### config.mk
export PLATFORM = sky130hd
export DESIGN_NAME = packet_width_downconverter
export DESIGN_NICKNAME = d
export VERILOG_FILES = /design/src/rtl/packet_width_downconverter.sv
export SDC_FILE = /design/constraint.sdc
export NUM_CORES = 1
export LEC_CHECK = 0
export ABC_AREA = 0
export CAP_MARGIN = 20
export CORE_MARGIN = 1.5
export CORE_UTILIZATION = 50
export CTS_BUF_LIST = sky130_fd_sc_hd__clkbuf_2
export CTS_CLUSTER_DIAMETER = 150
export DETAILED_ROUTE_END_ITERATION = 8
export PLACE_DENSITY = 0.81
export SLEW_MARGIN = 0
export SYNTH_ARGS = -nofsm -noshare
export SYNTH_HDL_FRONTEND = slang
export SYNTH_SLANG_ARGS = --single-unit
export TNS_END_PERCENT = 100
### constraint.sdc
create_clock -name clock_clk -period 13.3 [get_ports clock_clk]
set_input_delay 1.33 -clock clock_clk [delete_from_list [all_inputs] [get_ports clock_clk]]
set_output_delay 1.33 -clock clock_clk [all_outputs]
set_load 0.02 [all_outputs]
### src/rtl/packet_width_downconverter.sv
// ---------------------------------------------------------------------------
// packet_width_downconverter
//
// Splits each wide streaming input beat into narrow output slices, carrying
// packet markers (SOP/EOP), the trailing-empty count and the channel
// sideband. One beat is buffered at a time. The input is ready again in the
// same cycle the last slice of the buffered beat is taken, so consecutive
// beats stream with no idle cycle between them.
//
// Ports
//   clock_clk, reset_reset          clock; asynchronous active-high reset
//   asi_in0_*                       wide input stream (data, valid, ready,
//                                   startofpacket, endofpacket, empty,
//                                   channel)
//   aso_out0_*                      narrow output stream (data, valid,
//                                   ready, startofpacket, endofpacket,
//                                   channel)
//   stat_pkt_count                  packets completed at the output, wraps
//   stat_err_framing                one-cycle pulse on a framing error
//
// FSM states
//   state        | meaning
//   -------------+---------------------------------------------------------
//   ST_EMPTY     | buffer holds no data; input is ready
//   ST_SERIALISE | buffer holds a beat with at least one slice left to emit
// ---------------------------------------------------------------------------
module packet_width_downconverter #(
    parameter int IN_WIDTH      = 256,
    parameter int OUT_WIDTH     = 32,
    parameter int BIG_ENDIAN    = 1,
    parameter int CHANNEL_WIDTH = 4
) (
    input  logic                                  clock_clk,
    input  logic                                  reset_reset,
    input  logic [IN_WIDTH-1:0]                   asi_in0_data,
    input  logic                                  asi_in0_valid,
    output logic                                  asi_in0_ready,
    input  logic                                  asi_in0_startofpacket,
    input  logic                                  asi_in0_endofpacket,
    input  logic [$clog2(IN_WIDTH/OUT_WIDTH)-1:0] asi_in0_empty,
    input  logic [CHANNEL_WIDTH-1:0]              asi_in0_channel,
    output logic [OUT_WIDTH-1:0]                  aso_out0_data,
    output logic                                  aso_out0_valid,
    input  logic                                  aso_out0_ready,
    output logic                                  aso_out0_startofpacket,
    output logic                                  aso_out0_endofpacket,
    output logic [CHANNEL_WIDTH-1:0]              aso_out0_channel,
    output logic [15:0]                           stat_pkt_count,
    output logic                                  stat_err_framing
);

    localparam int RATIO       = IN_WIDTH / OUT_WIDTH;
    localparam int EMPTY_WIDTH = $clog2(RATIO);

    localparam logic [EMPTY_WIDTH-1:0] MAX_IDX     = EMPTY_WIDTH'(RATIO - 1);
    localparam logic [EMPTY_WIDTH:0]   MAX_IDX_EXT = (EMPTY_WIDTH + 1)'(RATIO - 1);

    generate
        if ((IN_WIDTH % OUT_WIDTH) != 0 || (IN_WIDTH / OUT_WIDTH) < 2) begin : g_bad_params
            $error("packet_width_downconverter: IN_WIDTH must be a multiple of OUT_WIDTH with a ratio of at least 2");
        end
    endgenerate

    typedef enum logic {
        ST_EMPTY     = 1'b0,
        ST_SERIALISE = 1'b1
    } state_t;

    state_t state;
    state_t state_nxt;

    logic [IN_WIDTH-1:0]      buffer;
    logic [EMPTY_WIDTH-1:0]   idx;
    logic [EMPTY_WIDTH-1:0]   last_idx;
    logic                     sop_q;
    logic                     eop_q;
    logic [CHANNEL_WIDTH-1:0] chan_q;
    logic                     in_packet;

    logic                     in_fire;
    logic                     out_fire;
    logic                     last_slice;
    logic                     load_beat;
    logic                     frame_err;

    logic [EMPTY_WIDTH:0]     empty_ext;
    logic [EMPTY_WIDTH-1:0]   empty_eff;
    logic [EMPTY_WIDTH-1:0]   last_idx_nxt;

    logic [OUT_WIDTH-1:0]     slice_arr [RATIO];

    // Slice i of the buffered beat, in emission order.
    for (genvar gi = 0; gi < RATIO; gi++) begin : g_slice
        if (BIG_ENDIAN != 0) begin : g_be
            assign slice_arr[gi] = buffer[IN_WIDTH-1-gi*OUT_WIDTH -: OUT_WIDTH];
        end else begin : g_le
            assign slice_arr[gi] = buffer[gi*OUT_WIDTH +: OUT_WIDTH];
        end
    end

    assign in_fire    = asi_in0_valid && asi_in0_ready;
    assign out_fire   = aso_out0_valid && aso_out0_ready;
    assign last_slice = (idx == last_idx);

    // A beat without SOP outside a packet is swallowed; an SOP inside a
    // packet is flagged but still starts the new packet.
    assign load_beat = in_fire && (asi_in0_startofpacket || in_packet);
    assign frame_err = in_fire && ((!asi_in0_startofpacket && !in_packet) ||
                                   (asi_in0_startofpacket && in_packet));

    // Empty only matters on EOP beats; values past the last slice still
    // leave one slice to emit.
    assign empty_ext    = {1'b0, asi_in0_empty};
    assign empty_eff    = (empty_ext > MAX_IDX_EXT) ? MAX_IDX : asi_in0_empty;
    assign last_idx_nxt = asi_in0_endofpacket ? (MAX_IDX - empty_eff) : MAX_IDX;

    // State register
    always_ff @(posedge clock_clk or posedge reset_reset) begin
        if (reset_reset) begin
            state <= ST_EMPTY;
        end else begin
            state <= state_nxt;
        end
    end

    // Next-state logic
    always_comb begin
        state_nxt = state;
        case (state)
            ST_EMPTY: begin
                if (load_beat) begin
                    state_nxt = ST_SERIALISE;
                end
            end
            ST_SERIALISE: begin
                if (out_fire && last_slice && !load_beat) begin
                    state_nxt = ST_EMPTY;
                end
            end
            default: state_nxt = ST_EMPTY;
        endcase
    end

    // Output logic
    always_comb begin
        asi_in0_ready          = 1'b0;
        aso_out0_valid         = 1'b0;
        aso_out0_startofpacket = 1'b0;
        aso_out0_endofpacket   = 1'b0;
        aso_out0_data          = slice_arr[idx];
        aso_out0_channel       = chan_q;
        case (state)
            ST_EMPTY: begin
                asi_in0_ready = 1'b1;
            end
            ST_SERIALISE: begin
                aso_out0_valid         = 1'b1;
                aso_out0_startofpacket = sop_q && (idx == '0);
                aso_out0_endofpacket   = eop_q && last_slice;
                asi_in0_ready          = aso_out0_ready && last_slice;
            end
            default: begin
                asi_in0_ready = 1'b0;
            end
        endcase
    end

    // Beat buffer, slice index, packet tracking and statistics
    always_ff @(posedge clock_clk or posedge reset_reset) begin
        if (reset_reset) begin
            buffer           <= '0;
            idx              <= '0;
            last_idx         <= '0;
            sop_q            <= 1'b0;
            eop_q            <= 1'b0;
            chan_q           <= '0;
            in_packet        <= 1'b0;
            stat_pkt_count   <= '0;
            stat_err_framing <= 1'b0;
        end else begin
            stat_err_framing <= frame_err;
            if (out_fire && aso_out0_endofpacket) begin
                stat_pkt_count <= stat_pkt_count + 16'd1;
            end
            if (load_beat) begin
                buffer    <= asi_in0_data;
                idx       <= '0;
                last_idx  <= last_idx_nxt;
                sop_q     <= asi_in0_startofpacket;
                eop_q     <= asi_in0_endofpacket;
                chan_q    <= asi_in0_channel;
                // A loaded beat either opens or continues a packet, so the
                // only way out is its EOP.
                in_packet <= !asi_in0_endofpacket;
            end else if (out_fire && !last_slice) begin
                idx <= idx + EMPTY_WIDTH'(1);
            end
        end
    end

endmodule

---- After elaboration in Yosys (flattened, before gate mapping) ----
Cells that the tools add are included.
cells by class
  equal/unequal tests ..................... 1
  add/sub/neg operators ................... 3
  muxes and demuxes ....................... 14
  bitwise gates (word level) .............. 2
  reductions and logical operators ........ 22
  order comparisons ....................... 2
operators by type and width
  cell                     number
  $bmux W32 S3             1
  $mux W32                 2
  $add A16 B1 Y16 const B  1
  $logic_and A1 B1 Y1      13
  $mux W3                  4
  $logic_not A1 Y1         5
  $mux W1                  5
  $ge A4 B4 Y1 const B     1
  $not A3 Y4               1
  $pmux W1 S2              2
  $add A3 B1 Y3 const B    1
  $eq A3 B3 Y1             1
  $gt A3 B3 Y1 const B     1
  $logic_not A3 Y1         1
  $sub A3 B3 Y3 const A    1
  $logic_or A1 B1 Y1       2
  $reduce_bool A2 Y1       1
  $not A1 Y1               1
storage, ports and cells
  register bits after elaboration ......... 287

---- Longest topological paths before layout ----
Gate-level depths: netlist of the first run.
  depth in word-level cells ............... 9
  mapped depth ............................ 9
  mapped depth without buffers ............ 6

---- Least setup slack after synthesis of the first run ----
No wires, ideal clock.
  path type ............................... register to output
  from .................................... register idx[0]
  to ...................................... output aso_out0_data[10]
  data required time ...................... 11.970 ns
  arrival time ............................ 2.034 ns
  setup slack ............................. 9.936 ns
  cell stages (with the launch flop) ...... 7
  path through ............................ dfrtp_1 -> buf_2 -> buf_2 -> buf_2 -> clkbuf_1 -> mux4_2 -> mux2_2
on the way
  cells in the longest elaborated chain, start to end .. 4
ends and longest elaborated chain
  what                                          RTL line  source
  start: declaration                            73        logic [EMPTY_WIDTH-1:0] idx;
  start signal: assignment                      196       idx <= idx + EMPTY_WIDTH'(1);
  $not A3 Y4 (implied by the code)              150       aso_out0_data = slice_arr[idx];
  $bmux W32 S3                                  150
  $mux W32 (implied by the code) (2 in series)  150
  end: declaration                              42        output logic [OUT_WIDTH-1:0] aso_out0_data,
No other way between the ends. The select of a mux whose other input is x is not followed.

---- Final worst setup path of the first run ----
  from .................................... register idx[1]
  to ...................................... output aso_out0_data[31]
The elaborated chain is that of the path after synthesis.

==> results of run 1 <==
==> power by group through the flow <==
stage | Combinational, uW | Sequential, uW | Clock [uW]
floorplan | 1310 | 1450 | 0
global placement | 1690 | 1550 | 0
detailed placement | 1720 | 1570 | 0
CTS | 1730 | 1550 | 602
global route | 1840 | 1610 | 645
finish | 1710 | 1550 | 577
==> cell usage in the layout, fill, tap and decap left out, types with 2 or more instances in the layout <==
master and instances:
a22o_1 2, and3_1 4, and4_1 2, buf_4 6, clkbuf_2 113, clkdlybuf4s50_1 325
clkinv_1 6, clkinvlp_4 3, dfrtp_1 284, dfrtp_4 2, diode_2 2, ha_1 4
inv_1 5, inv_2 3, mux2_1 265, mux2_2 32, mux2i_1 2, mux4_2 64
nand2_1 12, nand3_1 6, nand4_1 6, nor2_1 4, nor3_1 5, or4_1 2
xnor2_1 11, xor2_1 10
==> path summary, 6_finish.rpt <==
| kind | cells after the start | startpoint | end |
|---|---|---|---|
| worst min-delay path | 1 | stat_pkt_count[15]$_DFFE_PP0P_ | stat_pkt_count[15]$_DFFE_PP0P_ |
| worst max register to register | 6 | idx[0]$_DFFE_PP0P_ | buffer[22]$_DFFE_PP0P_ |
| worst max-delay path | 4 | idx[1]$_DFFE_PP0P_ | aso_out0_data[31] |
| worst min register to register | 1 | stat_pkt_count[15]$_DFFE_PP0P_ | stat_pkt_count[15]$_DFFE_PP0P_ |
| min in group asynchronous | 2 | reset_reset | buffer[217]$_DFFE_PP0P_ |
| max in group asynchronous | 3 | reset_reset | buffer[103]$_DFFE_PP0P_ |
==> metrics by stage <==
step / power (uW) / utilization
finish: 3830 / 0.657
global route: 4100 / 0.657
CTS: 3890 / 0.656
detailed placement: 3300 / 0.631
floorplan: 2760 / -
global placement: 3230 / 0.631
==> cells by family (layout without fill, tap and decap cells) <==
family	after synthesis	count (layout)	synth area share
adder cells (fa/ha/maj)	4	4	0.00382
other	0	2	0
AO/OA/AOI/OAI	9	9	0.00659
XOR/XNOR	21	21	0.0140
multiplexers	363	363	0.367
buffers and inverters	61	466	0.0409
flip-flops	287	287	0.548
AND/OR/NAND/NOR	48	48	0.0201
==> registers in the layout (all words and copies together) (netlist names), 3 cells and up <==
name,cells
buffer,256
stat_pkt_count,16
aso_out0_channel,4
idx,3
last_idx,3
==> area by class of cell <==
type | instances | area, um^2
fill | 1885 | 8890
sequential | 287 | 7190
multi-input combinational | 445 | 5390
timing repair buffer | 333 | 3350
clock buffer | 113 | 566
tap | 335 | 419
clock inverter | 12 | 62.6
inverter | 8 | 37.5
antenna | 2 | 5.00
==> layer usage <==
metal,up-vias,GRT usage,share of wire
li1,3692,-,-
met1,4119,0.288,0.42
met2,282,0.353,0.48
met3,58,0.0711,0.074
met4,0,0.0925,0.030
met5,-,0,0
==> critical path, delay by kind of cell, from the launching register on <==
kind | cells | cell delay (ps)
buffers and inverters | 2 | 1250
flip-flops | 1 | 800
multiplexers | 2 | 870
==> flow_metrics.tcl, run 1 <==
set metrics [dict create \
    outcome "completed" \
    rows 59 \
    cts_buffers 76 \
    synth.area.top_cells "dfrtp_1 (55%), mux2_1 (23%), mux4_2 (11%)" \
    p_sw_frac 0.340 \
    pwr-share-comb 0.445 \
    p_sw_uw 1300 \
    clkPwrFrac 0.151 \
    ys_seq_area_frac 0.548 \
    core_area_um2 25900 \
    cts_setup_buffers 0 \
    ir_worst_vdd_uv 144 \
    synth_most_common_cell "dfrtp_1" \
    pwr-share-seq 0.404 \
    min_period_ps 5130 \
    postLayoutSetupSlackWorst_ps 8170 \
    setup_viol 0 \
    crit_type "reg -> out" \
    critPathMaxFanout 39 \
    path_cells "buf_4 -> mux4_2 -> mux2_2 -> clkdlybuf4s50_1" \
    p_leak_uw 0.00727 \
    dp_hpwl_um 20200 \
    post-place-ws_ps 8020 \
    drive_above_1_share 0.193 \
    final_max_slew_viol_count 0 \
    clockBufferDepth 3 \
    internal_power_uw 2530 \
    max_slew_margin 0.331 \
    synth_area_um2 13100 \
    clock-root-buffer "clkbuf_2" \
    dieHeight_um 165 \
    critPathMaxStageDelay_ps 800 \
    dr.pass1.iters 4 \
    drcViolationCount 0 \
    placed_cell_area_um2 16400 \
    clk_latency_ps 820 \
    drt.antenna.violating_nets 0 \
    rsz0062_at_grt "false" \
    hold_viol_final 0 \
    cp_slowest_cell "dfrtp_4" \
    antenna_found_initial 2 \
    num_vias 8151 \
    yosys.area.top_type "dfrtp_1" \
    grt_pass1_wl_um 46700 \
    max-cap-violations 0 \
    grt-ovfl-total 0 \
    io_pins 326 \
    syn-num-nets 1066 \
    htreeDepth 3 \
    stdcell_area_um2 17000 \
    synth_top_cell_area_share 0.548 \
    syn_area_per_cell_um2 16.5 \
    cp-end-kind "output pin" \
    synth-edff-count 0 \
    hold_class "reg -> reg" \
    drt-vias-per-instance 5.31 \
    synthArstFlopShare 1.00 \
    drtIter0Drc 428 \
    clock_skew_ps 87.8 \
    grt_max_degree 158 \
    gp_congestion 0.823 \
    port_buffers 325 \
    layoutNonFillerInstCount 1535 \
    die_x_um 165 \
    fin_setup_tns_ps 0 \
    cp.arrival_ps 3800 \
    netlist_top_cells_count "dfrtp_1 (287), mux2_1 (265), mux4_2 (64), mux2_2 (32), buf_8 (22)" \
    ys_warn_count 0 \
    ctsHoldBuffers 0 \
    area_growth_pct 29.8 \
    timing.hold.ws_ps 468 \
    synth_seq_cells 287 \
    cts_resized 0 \
    r2r_slack_ps 8960 \
    fmaxAchievable_mhz 195 \
    tightest_slew_ps 1000 \
    fin_crit_sh 0.386 \
    wirelength_um 29300 \
    nNetsFinal 1424 \
    die_area_um2 27200 \
    grt_pass1_vias 9032 \
    wl_per_cell_um 19.1 \
    cts_tree "yes" \
    netlist_instances 793 \
    clk_pin_slew_ps 110 \
    clock_sinks 287 \
    worstPathRequired_ps 11970 \
    dpl.cell_count 1407 \
    start_util 0.506 \
    grt_util_all_layers 0.224 \
    startpoint_type "flip-flop" \
    power_density_nw_per_um2 225 \
    yosys.cell_types.count 39 \
    synth_flop_cell "dfrtp_1" \
]
No activity file was read; power rests on OpenSTA's default activity.
==> run 2, diff against run 1 <==
==> constraint.sdc (replaced) <==
create_clock -name clock_clk -period 5.1 [get_ports clock_clk]
set_input_delay 0.51 -clock clock_clk [delete_from_list [all_inputs] [get_ports clock_clk]]
set_output_delay 0.51 -clock clock_clk [all_outputs]
set_load 0.02 [all_outputs]
==> flow_metrics.tcl, run 2 (synthesis results as in run 1) <==
set metrics [dict create \
    cp-end-kind "output pin" \
    ir_worst_vdd_uv 521 \
    drt-vias-per-instance 5.36 \
    grt_max_degree 151 \
    final_cell_mix "clkdlybuf4s50_1 (325), dfrtp_1 (284), mux2_1 (265)" \
    start_util 0.506 \
    clock_skew_ps 52.0 \
    area_growth_pct 30.6 \
    hold_class "in -> async" \
    num_vias 8238 \
    regMostFlops "buffer" \
    gp_congestion 0.776 \
    nNetsFinal 1425 \
    final_max_slew_viol_count 0 \
    grt-ovfl-total 0 \
    cp.arrival_ps 3450 \
    io_pins 326 \
    drtIter0Drc 423 \
    p_sw_frac 0.337 \
    cts_buffers 75 \
    drive_above_1_share 0.190 \
    outcome "completed" \
    clk_latency_ps 820 \
    dieHeight_um 165 \
    fin_total_pwr_uw 10100 \
    crit_type "reg -> out" \
    max_slew_margin 0.422 \
    power_density_nw_per_um2 591 \
    dr.pass1.iters 4 \
    tightest_slew_ps 867 \
    die_area_um2 27200 \
    internal_power_uw 6700 \
    min_period_ps 3960 \
    core_area_um2 25900 \
    worstPathRequired_ps 4590 \
    max-cap-violations 0 \
    cts_tree "yes" \
    grt_pass1_wl_um 46800 \
    port_buffers 325 \
    fmaxAchievable_mhz 252 \
    startpoint_type "flip-flop" \
    antenna_found_initial 5 \
    timing.hold.ws_ps 255 \
    r2r_slack_ps 1960 \
    die_x_um 165 \
    cts_resized 0 \
    fin_setup_tns_ps 0 \
    clock-root-buffer "clkbuf_2" \
    setup_viol 0 \
    pwr-share-comb 0.444 \
    drt.antenna.violating_nets 0 \
    clockBufferDepth 3 \
    pwr-share-seq 0.401 \
    wl_per_cell_um 19.3 \
    clkPwrFrac 0.155 \
    htreeDepth 3 \
    p_leak_uw 0.00730 \
    final_common_cell "clkdlybuf4s50_1" \
    largest_register_ffs 256 \
    clock_sinks 287 \
    grt_pass1_vias 9174 \
    clk_pin_slew_ps 90 \
    rows 59 \
    cts_setup_buffers 0 \
    fillers 1889 \
    p_sw_uw 3410 \
    critPathMaxFanout 35 \
    hold_viol_final 0 \
    grt_util_all_layers 0.227 \
    drcViolationCount 0 \
    rsz0062_at_grt "false" \
    ctsHoldBuffers 0 \
    dp_hpwl_um 20500 \
    fin_crit_sh 0.777 \
    wirelength_um 29700 \
]
## run 2: changes by cell type in the layout (fill, tap and decap cells not counted), sizes merged
cell      change
clkbuf        -7
inv           -1
clkinv        +3
clkinvlp      -1
buf           +2
bufinv        +2
diode         +3
## run 2: path summary, 6_finish.rpt
check	from	end	cells after the start
setup / recovery	idx[0]$_DFFE_PP0P_	aso_out0_data[27]	4
hold / removal	reset_reset	buffer[57]$_DFFE_PP0P_	3
setup reg to reg	idx[1]$_DFFE_PP0P_	buffer[179]$_DFFE_PP0P_	5
hold reg to reg	stat_pkt_count[15]$_DFFE_PP0P_	stat_pkt_count[15]$_DFFE_PP0P_	1
max in group asynchronous	reset_reset	buffer[40]$_DFFE_PP0P_	3
min in group clock_clk	asi_in0_data[106]	buffer[106]$_DFFE_PP0P_	2
## run 2: final cells by class
type	instances	area, um^2	share of cell area
Antenna cell	5	12.5	0.000731
Clock inverter	15	124	0.00724
Sequential cell	287	7190	0.420
Multi-Input combinational cell	445	5390	0.315
Tap cell	335	419	0.0245
Timing Repair Buffer	335	3420	0.200
Inverter	8	33.8	0.00197
Clock buffer	106	531	0.0310
## run 2: critical path, stage by stage, from the launching register on
cell	delay, ps
dfrtp_4	880
buf_12	350
mux4_2	550
mux2_2	280
clkdlybuf4s50_1	560
## run 2: stage by stage
stage	cells	utilization	setup WS, ps	instance area (um^2)
after global routing	1536	0.661	917	17100
after CTS	1531	0.660	996	17100
after detailed placement	1410	0.635	1830	16500
final	1536	0.661	1140	17100
after floorplan	793	-	785	13100
after global placement	1410	0.635	1920	16500
## run 2: layer usage
layer  routed length, um  vias to the layer above  track usage
li1                    -                     3701            -
met5                   0                        -            0
met2               14600                      278        0.363
met4                1190                        0        0.128
met1               11900                     4174        0.278
met3                2000                       85       0.0623
## run 2: power by group through the flow
stage / sequential [uW] / combinational, uW / clock (uW)
global route: 4220 / 4830 / 1730
global placement: 4050 / 4420 / 0
floorplan: 3780 / 3420 / 0
CTS: 4070 / 4560 / 1630
finish: 4050 / 4490 / 1560
detailed placement: 4110 / 4540 / 0
